**config.mk**
```make
export PLATFORM = sky130hd
export DESIGN_NAME = fp_sgnj_d_issue_flat
export DESIGN_NICKNAME = d
export VERILOG_FILES = /design/src/rtl/fp_sgnj_d_issue_if.sv /design/src/rtl/fp_sgnj_d_issue.sv /design/src/flat_wrapper.sv
export SDC_FILE = /design/constraint.sdc
export NUM_CORES = 1
export LEC_CHECK = 0
export CAP_MARGIN = 20
export CORE_AREA = 8 8 180 182
export CTS_CLUSTER_SIZE = 28
export DETAILED_ROUTE_END_ITERATION = 12
export DIE_AREA = 0 0 188 190
export GPL_TIMING_DRIVEN = 0
export PLACE_DENSITY = 0.83
export SETUP_SLACK_MARGIN = 0.05
export SYNTH_ARGS = -nofsm -noshare
export SYNTH_HDL_FRONTEND = slang
export SYNTH_SLANG_ARGS = --single-unit
export TNS_END_PERCENT = 30
```
**constraint.sdc**
```tcl
create_clock -name clk -period 12.7 [get_ports clk]
set_clock_uncertainty 0.2 [all_clocks]
set_input_delay 1.905 -clock clk [delete_from_list [all_inputs] [get_ports clk]]
set_output_delay 1.905 -clock clk [all_outputs]
set_load 0.02 [all_outputs]
```
**src/rtl/fp_sgnj_d_issue_if.sv**
```systemverilog
// Handshake bundle between the FP issue stage, its producer and the sign-injection unit.
// The slave modport is the issue stage's view; master is the surrounding pipeline.
interface fp_sgnj_d_issue_if #(
    parameter int CNT_W = 16
);
    logic             flush;
    logic             in_valid;
    logic             in_ready;
    logic [31:0]      in_instr;
    logic [63:0]      in_rs1;
    logic [63:0]      in_rs2;
    logic             out_valid;
    logic             out_ready;
    logic [63:0]      out_a;
    logic [63:0]      out_b;
    logic [1:0]       out_op;
    logic [4:0]       out_rd;
    logic             illegal_valid;
    logic [31:0]      illegal_instr;
    logic [CNT_W-1:0] issue_cnt;

    modport master (
        output flush, in_valid, in_instr, in_rs1, in_rs2, out_ready,
        input  in_ready, out_valid, out_a, out_b, out_op, out_rd,
               illegal_valid, illegal_instr, issue_cnt
    );

    modport slave (
        input  flush, in_valid, in_instr, in_rs1, in_rs2, out_ready,
        output in_ready, out_valid, out_a, out_b, out_op, out_rd,
               illegal_valid, illegal_instr, issue_cnt
    );
endinterface

```
**src/rtl/fp_sgnj_d_issue.sv**
```systemverilog
// Issue stage for FSGNJ/FSGNJN/FSGNJX.D: decodes OP-FP words, queues legal ones in a
// small FIFO and presents the head to the sign-injection unit; flags everything else.
module fp_sgnj_d_issue #(
    parameter int DEPTH = 2,
    parameter int CNT_W = 16
) (
    input  logic               clk,
    input  logic               rst_n,
    fp_sgnj_d_issue_if.slave   bus
);
    localparam int PTR_W = $clog2(DEPTH);

    typedef logic [PTR_W:0] ptr_t;

    localparam ptr_t             PTR_ONE = ptr_t'(1);
    localparam logic [CNT_W-1:0] CNT_ONE = {{(CNT_W-1){1'b0}}, 1'b1};

    logic [63:0] mem_a  [DEPTH];
    logic [63:0] mem_b  [DEPTH];
    logic [1:0]  mem_op [DEPTH];
    logic [4:0]  mem_rd [DEPTH];

    ptr_t             wr_ptr;
    ptr_t             rd_ptr;
    logic [CNT_W-1:0] cnt;
    logic             ill_valid;
    logic [31:0]      ill_instr;

    logic             empty;
    logic             full;
    logic             in_ready;
    logic             accept;
    logic             legal;
    logic             push;
    logic             pop;
    logic [PTR_W-1:0] head;

    // Pointers carry one extra wrap bit: equal indices with differing wrap bits means full.
    assign empty    = (wr_ptr == rd_ptr);
    assign full     = (wr_ptr[PTR_W] != rd_ptr[PTR_W]) &&
                      (wr_ptr[PTR_W-1:0] == rd_ptr[PTR_W-1:0]);
    assign in_ready = !full && !bus.flush;
    assign accept   = bus.in_valid && in_ready;

    assign legal = (bus.in_instr[6:0]   == 7'b1010011) &&
                   (bus.in_instr[31:25] == 7'b0010001) &&
                   ((bus.in_instr[14:12] == 3'b000) ||
                    (bus.in_instr[14:12] == 3'b001) ||
                    (bus.in_instr[14:12] == 3'b010));

    assign push = accept && legal;
    assign pop  = !empty && bus.out_ready;
    assign head = rd_ptr[PTR_W-1:0];

    always_ff @(posedge clk) begin
        if (!rst_n) begin
            wr_ptr    <= '0;
            rd_ptr    <= '0;
            cnt       <= '0;
            ill_valid <= 1'b0;
            ill_instr <= '0;
        end else begin
            if (pop) begin
                cnt <= cnt + CNT_ONE;
            end
            if (bus.flush) begin
                wr_ptr <= '0;
                rd_ptr <= '0;
            end else begin
                if (push) begin
                    wr_ptr <= wr_ptr + PTR_ONE;
                end
                if (pop) begin
                    rd_ptr <= rd_ptr + PTR_ONE;
                end
            end
            // accept is already masked by flush, so a flush also clears the pulse.
            ill_valid <= accept && !legal;
            if (accept && !legal) begin
                ill_instr <= bus.in_instr;
            end
        end
    end

    // funct3 000/001/010 maps straight onto op 00/01/10 via its low two bits.
    always_ff @(posedge clk) begin
        if (push) begin
            mem_a[wr_ptr[PTR_W-1:0]]  <= bus.in_rs1;
            mem_b[wr_ptr[PTR_W-1:0]]  <= bus.in_rs2;
            mem_op[wr_ptr[PTR_W-1:0]] <= bus.in_instr[13:12];
            mem_rd[wr_ptr[PTR_W-1:0]] <= bus.in_instr[11:7];
        end
    end

    assign bus.in_ready      = in_ready;
    assign bus.out_valid     = !empty;
    assign bus.out_a         = empty ? '0 : mem_a[head];
    assign bus.out_b         = empty ? '0 : mem_b[head];
    assign bus.out_op        = empty ? '0 : mem_op[head];
    assign bus.out_rd        = empty ? '0 : mem_rd[head];
    assign bus.illegal_valid = ill_valid;
    assign bus.illegal_instr = ill_instr;
    assign bus.issue_cnt     = cnt;
endmodule

```
**src/flat_wrapper.sv**
```systemverilog
// flat-port wrapper written by rule: the top's interface ports become plain ports
module fp_sgnj_d_issue_flat 
#(
    parameter int DEPTH = 2,
    parameter int CNT_W = 16
)
  (clk, rst_n, bus_flush, bus_in_valid, bus_in_instr, bus_in_rs1, bus_in_rs2, bus_out_ready, bus_in_ready, bus_out_valid, bus_out_a, bus_out_b, bus_out_op, bus_out_rd, bus_illegal_valid, bus_illegal_instr, bus_issue_cnt);
  fp_sgnj_d_issue_if #(.CNT_W(CNT_W)) bus_i ();
  input  logic clk;
  input  logic rst_n;
  input wire logic [$bits(bus_i.flush)-1:0] bus_flush;
  input wire logic [$bits(bus_i.in_valid)-1:0] bus_in_valid;
  input wire logic [$bits(bus_i.in_instr)-1:0] bus_in_instr;
  input wire logic [$bits(bus_i.in_rs1)-1:0] bus_in_rs1;
  input wire logic [$bits(bus_i.in_rs2)-1:0] bus_in_rs2;
  input wire logic [$bits(bus_i.out_ready)-1:0] bus_out_ready;
  output wire logic [$bits(bus_i.in_ready)-1:0] bus_in_ready;
  output wire logic [$bits(bus_i.out_valid)-1:0] bus_out_valid;
  output wire logic [$bits(bus_i.out_a)-1:0] bus_out_a;
  output wire logic [$bits(bus_i.out_b)-1:0] bus_out_b;
  output wire logic [$bits(bus_i.out_op)-1:0] bus_out_op;
  output wire logic [$bits(bus_i.out_rd)-1:0] bus_out_rd;
  output wire logic [$bits(bus_i.illegal_valid)-1:0] bus_illegal_valid;
  output wire logic [$bits(bus_i.illegal_instr)-1:0] bus_illegal_instr;
  output wire logic [$bits(bus_i.issue_cnt)-1:0] bus_issue_cnt;
  assign bus_i.flush = bus_flush;
  assign bus_i.in_valid = bus_in_valid;
  assign bus_i.in_instr = bus_in_instr;
  assign bus_i.in_rs1 = bus_in_rs1;
  assign bus_i.in_rs2 = bus_in_rs2;
  assign bus_i.out_ready = bus_out_ready;
  assign bus_in_ready = bus_i.in_ready;
  assign bus_out_valid = bus_i.out_valid;
  assign bus_out_a = bus_i.out_a;
  assign bus_out_b = bus_i.out_b;
  assign bus_out_op = bus_i.out_op;
  assign bus_out_rd = bus_i.out_rd;
  assign bus_illegal_valid = bus_i.illegal_valid;
  assign bus_illegal_instr = bus_i.illegal_instr;
  assign bus_issue_cnt = bus_i.issue_cnt;
  fp_sgnj_d_issue #(.DEPTH(DEPTH), .CNT_W(CNT_W)) u_core (.clk(clk), .rst_n(rst_n), .bus(bus_i));
endmodule
```
# Word level (Yosys, flattened, before mapping)
# Memory sizes are Yosys's and may differ from the RTL's. A register that Yosys moved wholly into a read port is not among the register bits.
# Cells that the tools add are included.
[classes]
addsub = 3
mul = 0
div = 0
n_lt_le_gt_ge = 0
n_eq_ne = 7
shifts = 0
muxes = 14
bitwise_logic = 1
reduce_logical = 16
[op_table]
columns = ["cell", "count"]
rows = [
  ["64-bit 2-to-1 mux", 2],
  ["16-bit by 1-bit adder with 16-bit output (second input constant)", 1],
  ["1-bit 2-to-1 mux", 10],
  ["1-bit logical AND", 8],
  ["7-bit by 5-bit == test with 1-bit output (second input constant)", 1],
  ["7-bit == test (second input constant)", 1],
  ["5-bit 2-to-1 mux", 1],
  ["2-bit by 1-bit adder with 2-bit output (second input constant)", 2],
  ["1-bit zero test", 4],
  ["3-bit by 1-bit == test with 1-bit output (second input constant)", 1],
  ["3-bit by 2-bit == test with 1-bit output (second input constant)", 1],
  ["3-bit zero test", 1],
  ["2-bit == test", 1],
  ["1-bit logical OR", 2],
  ["2-bit 2-to-1 mux", 1],
  ["2-bit OR reduction", 1],
  ["1-bit == test", 1],
  ["1-bit != test", 1],
  ["1-bit NOT", 1],
]
[totals]
ff_bits = 53
latch_bits = 0
ram_bits = 270
mem_bits_ro = 0
input_bits = 165
word_cells = 50
mem_count = 4
[mem_list]
columns = ["memory", "depth", "word_bits", "read_ports", "rd_ports_with_merged_regs", "wr", "line_no", "text"]
rows = [
  ["u_core.mem_a", 2, 64, 1, 1, 1, "fp_sgnj_d_issue.sv:18", "logic [63:0] mem_a [DEPTH];"],
  ["u_core.mem_b", 2, 64, 1, 1, 1, "fp_sgnj_d_issue.sv:19", "logic [63:0] mem_b [DEPTH];"],
  ["u_core.mem_rd", 2, 5, 1, 1, 1, "fp_sgnj_d_issue.sv:21", "logic [4:0] mem_rd [DEPTH];"],
  ["u_core.mem_op", 2, 2, 1, 1, 1, "fp_sgnj_d_issue.sv:20", "logic [1:0] mem_op [DEPTH];"],
]

# Longest topological paths before layout
[depth]
depth_word = 8
ltp_mapped = 6
depth_no_buf = 5

# Worst setup path before layout
# No wires, ideal clock.
[synth_path]
kind = "in2reg"
start = "input bus_in_instr[26]"
end = "memory u_core.mem_a[0][0] (enable)"
setup_time_ns = 0.794
t_arrival_ns = 11.994
t_required_ns = 11.706
setup_slack_ns = -0.289
stages = 4
path_cell_list = "or4b_4 nor4_4 nand2_1 nor3_1"
[synth_via]
elab_chain_cells = 6
[synth_rtl]
columns = ["item", "line_no", "text"]
rows = [
  ["start: declaration", "flat_wrapper.sv:13", "input wire logic [$bits(bus_i.in_instr)-1:0] bus_in_instr;"],
  ["7-bit by 5-bit == test with 1-bit output", "fp_sgnj_d_issue.sv:46", "(bus.in_instr[31:25] == 7'b0010001) &&"],
  ["1-bit logical AND", "fp_sgnj_d_issue.sv:45", "assign legal = (bus.in_instr[6:0] == 7'b1010011) &&"],
  ["1-bit logical AND", "fp_sgnj_d_issue.sv:46", ""],
  ["1-bit logical AND", "fp_sgnj_d_issue.sv:51", "assign push = accept && legal;"],
  ["1-bit 2-to-1 mux", "fp_sgnj_d_issue.sv:87", "if (push) begin"],
  ["1-bit 2-to-1 mux (not written as such)", "fp_sgnj_d_issue.sv:88", "mem_a[wr_ptr[PTR_W-1:0]] <= bus.in_rs1;"],
  ["end: declaration", "fp_sgnj_d_issue.sv:18", ""],
]
# Every way passes these cells.

# Worst setup path in the final report
[layout_path]
start = "register u_core.wr_ptr[0]"
end = "output bus_out_a[30]"
[layout_via]
elab_chain_cells = 2
[layout_rtl]
columns = ["item", "line_no", "text"]
rows = [
  ["start: declaration", "fp_sgnj_d_issue.sv:23", "ptr_t wr_ptr;"],
  ["start signal: assignment", "fp_sgnj_d_issue.sv:71", "wr_ptr <= wr_ptr + PTR_ONE;"],
  ["2-bit == test", "fp_sgnj_d_issue.sv:39", "assign empty = (wr_ptr == rd_ptr);"],
  ["64-bit 2-to-1 mux", "fp_sgnj_d_issue.sv:97", "assign bus.out_a = empty ? '0 : mem_a[head];"],
  ["end: declaration", "flat_wrapper.sv:19", "output wire logic [$bits(bus_i.out_a)-1:0] bus_out_a;"],
]
# Every way passes these cells.

==> metrics list <==
- Outcome: finished clean
- Adding up every negative setup slack in the final design gives 0 ps.
- I/O pin count: 351
- The initialized floorplan defines 63 standard-cell rows.
- Final-report max-slew violation count: 0
* Setup crit end kind: output pin
- The synthesized netlist devotes 1.82% of its cell area to compound gates.
* Hold Violations, Final: 0
- TritonCTS clock tree: done
- GRT Util Overall: 17.3%
* Critical path class: flop to output pin
- Postcts setup bufs: 0
* Cts bufs inserted: 34
* Switching fraction of total power: 19.8%
- Prevailing post-synth register cell: sky130_fd_sc_hd__edfxtp_1
- Number of cells produced by synthesis: 835
* DR iter-0 viols: 360
- Placeable Area: 29,400 µm²
* CTS Sinks: 324
- Fraction of the cycle the final worst path needs: 42.1%
* Initial antenna violation count: 3
* Height of the die: 190 µm
* Comb pwr share: 4.4%
- Vias after detailed routing: 8,130
- Summing every instance area after synthesis gives 12,500 µm².
* Number of search-and-repair iterations in the first detailed-routing pass: 4
- Post-synthesis adder-cell area fraction: 0.100%
- Multiplexer cells account for 13.5% of the synthesized area.
- The synthesized netlist devotes 8.32% of its cell area to simple gates.
- Final hold analysis gives a worst-case slack of 259 ps.
- Cell internal power was estimated by the tool at 1.76 mW.
- Drt wl/cell: 19.4 µm
- Yosys reg bits: 324
- CTS Root Cell: sky130_fd_sc_hd__clkbuf_16
- For this block, the routed nets add up to 32.3 mm of wire.
* Routability congestion estimate from global placement: 0.777
- Count of flip-flops with a built-in enable after synthesis: 270
- The worst path meets setup with 7350 ps of slack.
- The number of global-route vias before repair is 8,646.
- The synthesized netlist contains 39 unique library cells.
* Cts-stage hold buffer count: 0
* CP Max Fanout: 10
* Sw Pwr: 0.434 mW
- Entering global routing, the biggest net connects 17 pins.
- The initial utilization of the core area, before any placement, comes to 42.5%.
* Placement Setup Slack: 7130 ps
- Global route total overflow: 0
* Wire length of the first global-routing pass: 48.7 mm
- Tot Pwr: 2.19 mW
- Number of warnings issued by yosys: 0
- Chip Width: 188 µm
- Subtracting the final worst setup slack from the clock period gives 5350 ps.
- No sink is reached through more buffers than the 3 on the longest clock path.
* Hold WC Path Type: flop to flop
- Commonest cells after routing, fill and taps aside: sky130_fd_sc_hd__clkdlybuf4s50_1 (350), sky130_fd_sc_hd__edfxtp_1 (270), sky130_fd_sc_hd__mux2i_1 (168)
- Summed over all nets, the half-perimeter wirelength after detailed placement is 24.4 mm.
- Worst vdd ir: 0.0000818 V
- Counting cells, the worst reg-to-reg path comes to 9.
- Of the total power, registers draw 52.7%.
- Summed over all cells, the static leakage comes to 5.75 nW.
- Each instance of the synthesized netlist takes up on average 15.0 µm².
* Syn nets: 1,001
- Ratio of cells with drive above 1 in the final layout: 7.15%
* Depth of the CTS H-tree: 2
- Max-slew headroom: 47.3%
- Register clock-pin slew on the reported worst setup and hold paths: 60 ps
* Routed vias/inst: 4.88
- Number of nets in the final layout: 1,414
* Category of the worst setup path launch point: flop
- Setup violations remaining at the end of the flow were counted as 0.
- Share of synthesized area occupied by flip-flops and latches: 73.6%
- Leaving out fill and tap cells, the most frequent cell in the layout is sky130_fd_sc_hd__clkdlybuf4s50_1.
- Instance count along the most critical hold path: 2
- Number of instances resized during post-cts repair: 0
- For this run, the number of standard cells in the final layout without fillers is 1,665.
- Detailed-route DRC error count: 0
* Port buffer count: 350
- RSZ-0062 raised after global routing: no
- By area, the combinational part of the netlist is dominated by multiplexers.
* Pwr/cell area: 123 nW/µm²
* Clk Latency, worst-skew pair: 490 ps
- The detail route stage leaves a number of antenna-violating nets equal to 0.
- Max Cap Violations: 0
- Clock network fraction of total power: 42.9%
- For the pin with the worst max-slew slack, the measured transition is 791 ps.
- Summing the areas of all xor and xnor instances in the mapped netlist gives 1.03% of the synthesized area.
* Arrival time reported for the critical path endpoint: 3240 ps
- In this run, placement finished with an instance count of 1,602.
* Filler instances: 2,201
- In the synthesized netlist the async set-or-reset flop fraction comes to 0%.
- Derived from the worst setup path, the maximum achievable clock frequency is 0.187 GHz.
* Required time at the worst-slack endpoint: 10,600 ps
- Die Area: 35,700 µm²
* Relative area change from synthesis to final layout: 42.9%
## per-layer routing
layer	wire (µm)	vias up	GRT usage, %
met5	10	-	0
met4	1370	2	8.15
met3	1890	85	4.54
met2	16700	281	30.7
met1	12400	3875	19.1
li1	-	3887	-
## path summary, 6_finish.rpt
kind | from | to | slack, ps
worst max register to register | u_core.wr_ptr[0] | u_core.mem_a[0][17] | 9520
worst min register to register | u_core.bus.illegal_instr[29] | u_core.bus.illegal_instr[29] | 260
worst min-delay path | u_core.bus.illegal_instr[29] | u_core.bus.illegal_instr[29] | 260
worst max-delay path | u_core.wr_ptr[0] | bus_out_a[30] | 7350
## kinds of logic after synthesis
| group | count (synthesis) |
|---|---|
| DFF | 324 |
| and+or+nand+nor | 248 |
| muxes | 168 |
| buffers and inverters | 48 |
| AOI/OAI and AO/OA | 33 |
| xor gates and xnor gates | 13 |
| adders and majority gates | 1 |
## state kept, by name (all words and copies together) (netlist names), named ones only
register	flops
u_core.mem_b	128
u_core.rd_ptr	2
u_core.wr_ptr	2
u_core.mem_op	4
u_core.mem_rd	10
u_core.bus.illegal_valid	1
u_core.bus.issue_cnt	16
u_core.mem_a	128
u_core.bus.illegal_instr	32
## worst max-delay path, cell delays in order (launching register included)
cell	delay, ps
sky130_fd_sc_hd__dfxtp_1	290
sky130_fd_sc_hd__buf_2	160
sky130_fd_sc_hd__xor2_2	230
sky130_fd_sc_hd__nor2_1	540
sky130_fd_sc_hd__buf_2	360
sky130_fd_sc_hd__buf_1	460
sky130_fd_sc_hd__nor2_1	110
sky130_fd_sc_hd__clkdlybuf4s50_1	590
## synthesized netlist by cell type, types with 2 or more instances
master / n / area (µm²)
sky130_fd_sc_hd__mux2i_1: 168 / 1680
sky130_fd_sc_hd__a21o_1: 2 / 15.0
sky130_fd_sc_hd__a211oi_1: 2 / 15.0
sky130_fd_sc_hd__nor3b_1: 2 / 15.0
sky130_fd_sc_hd__buf_6: 3 / 33.8
sky130_fd_sc_hd__a21oi_1: 10 / 50.1
sky130_fd_sc_hd__edfxtp_1: 270 / 8110
sky130_fd_sc_hd__and2_1: 2 / 12.5
sky130_fd_sc_hd__or3_1: 6 / 37.5
sky130_fd_sc_hd__o31ai_1: 2 / 15.0
sky130_fd_sc_hd__xnor2_1: 4 / 35.0
sky130_fd_sc_hd__nand4_1: 4 / 25.0
sky130_fd_sc_hd__o21ai_0: 7 / 35.0
sky130_fd_sc_hd__nand3_1: 3 / 15.0
sky130_fd_sc_hd__and3_1: 2 / 12.5
sky130_fd_sc_hd__dfxtp_1: 54 / 1080
sky130_fd_sc_hd__buf_2: 4 / 20.0
sky130_fd_sc_hd__nor2_1: 148 / 556
sky130_fd_sc_hd__and4_1: 2 / 17.5
sky130_fd_sc_hd__nor3_1: 2 / 10.0
sky130_fd_sc_hd__buf_1: 7 / 26.3
sky130_fd_sc_hd__o211ai_1: 5 / 37.5
sky130_fd_sc_hd__clkbuf_1: 28 / 105
sky130_fd_sc_hd__nand2_1: 70 / 263
sky130_fd_sc_hd__or4_1: 2 / 15.0
sky130_fd_sc_hd__xor2_2: 2 / 32.5
sky130_fd_sc_hd__xor2_1: 7 / 61.3
sky130_fd_sc_hd__inv_1: 6 / 22.5
## power groups by stage
| stage | Clock (mW) | Sequential (mW) | Combinational, mW |
|---|---|---|---|
| after floorplan | 0 | 1.19 | 0.0162 |
| after global placement | 0 | 1.18 | 0.0924 |
| after detailed placement | 0 | 1.18 | 0.0963 |
| after CTS | 0.964 | 1.16 | 0.0968 |
| after global routing | 1.01 | 1.16 | 0.103 |
| final | 0.941 | 1.16 | 0.0962 |
## final cells by class
class                   instances  area, µm²  share of cell area, %
well taps                     390        488                   2.73
repair buffers                377       3800                   21.3
flip-flops and latches        324       9190                   51.5
clock buffers                  46        941                   5.27
multi-input cells             463       3100                   17.4
clock inverters                15        120                  0.673
inverters                       6       22.5                  0.126
diodes                          2       5.00                 0.0280
plain buffers                  42        185                   1.04
## metrics by stage
step	util (%)	area, µm²
final	60.7	17800
after detailed placement	57.1	16800
after CTS	60.7	17800
after floorplan	-	12500
after global placement	56.0	16500
after global routing	60.7	17800
Note: power is estimated with default switching activity, not from simulation.
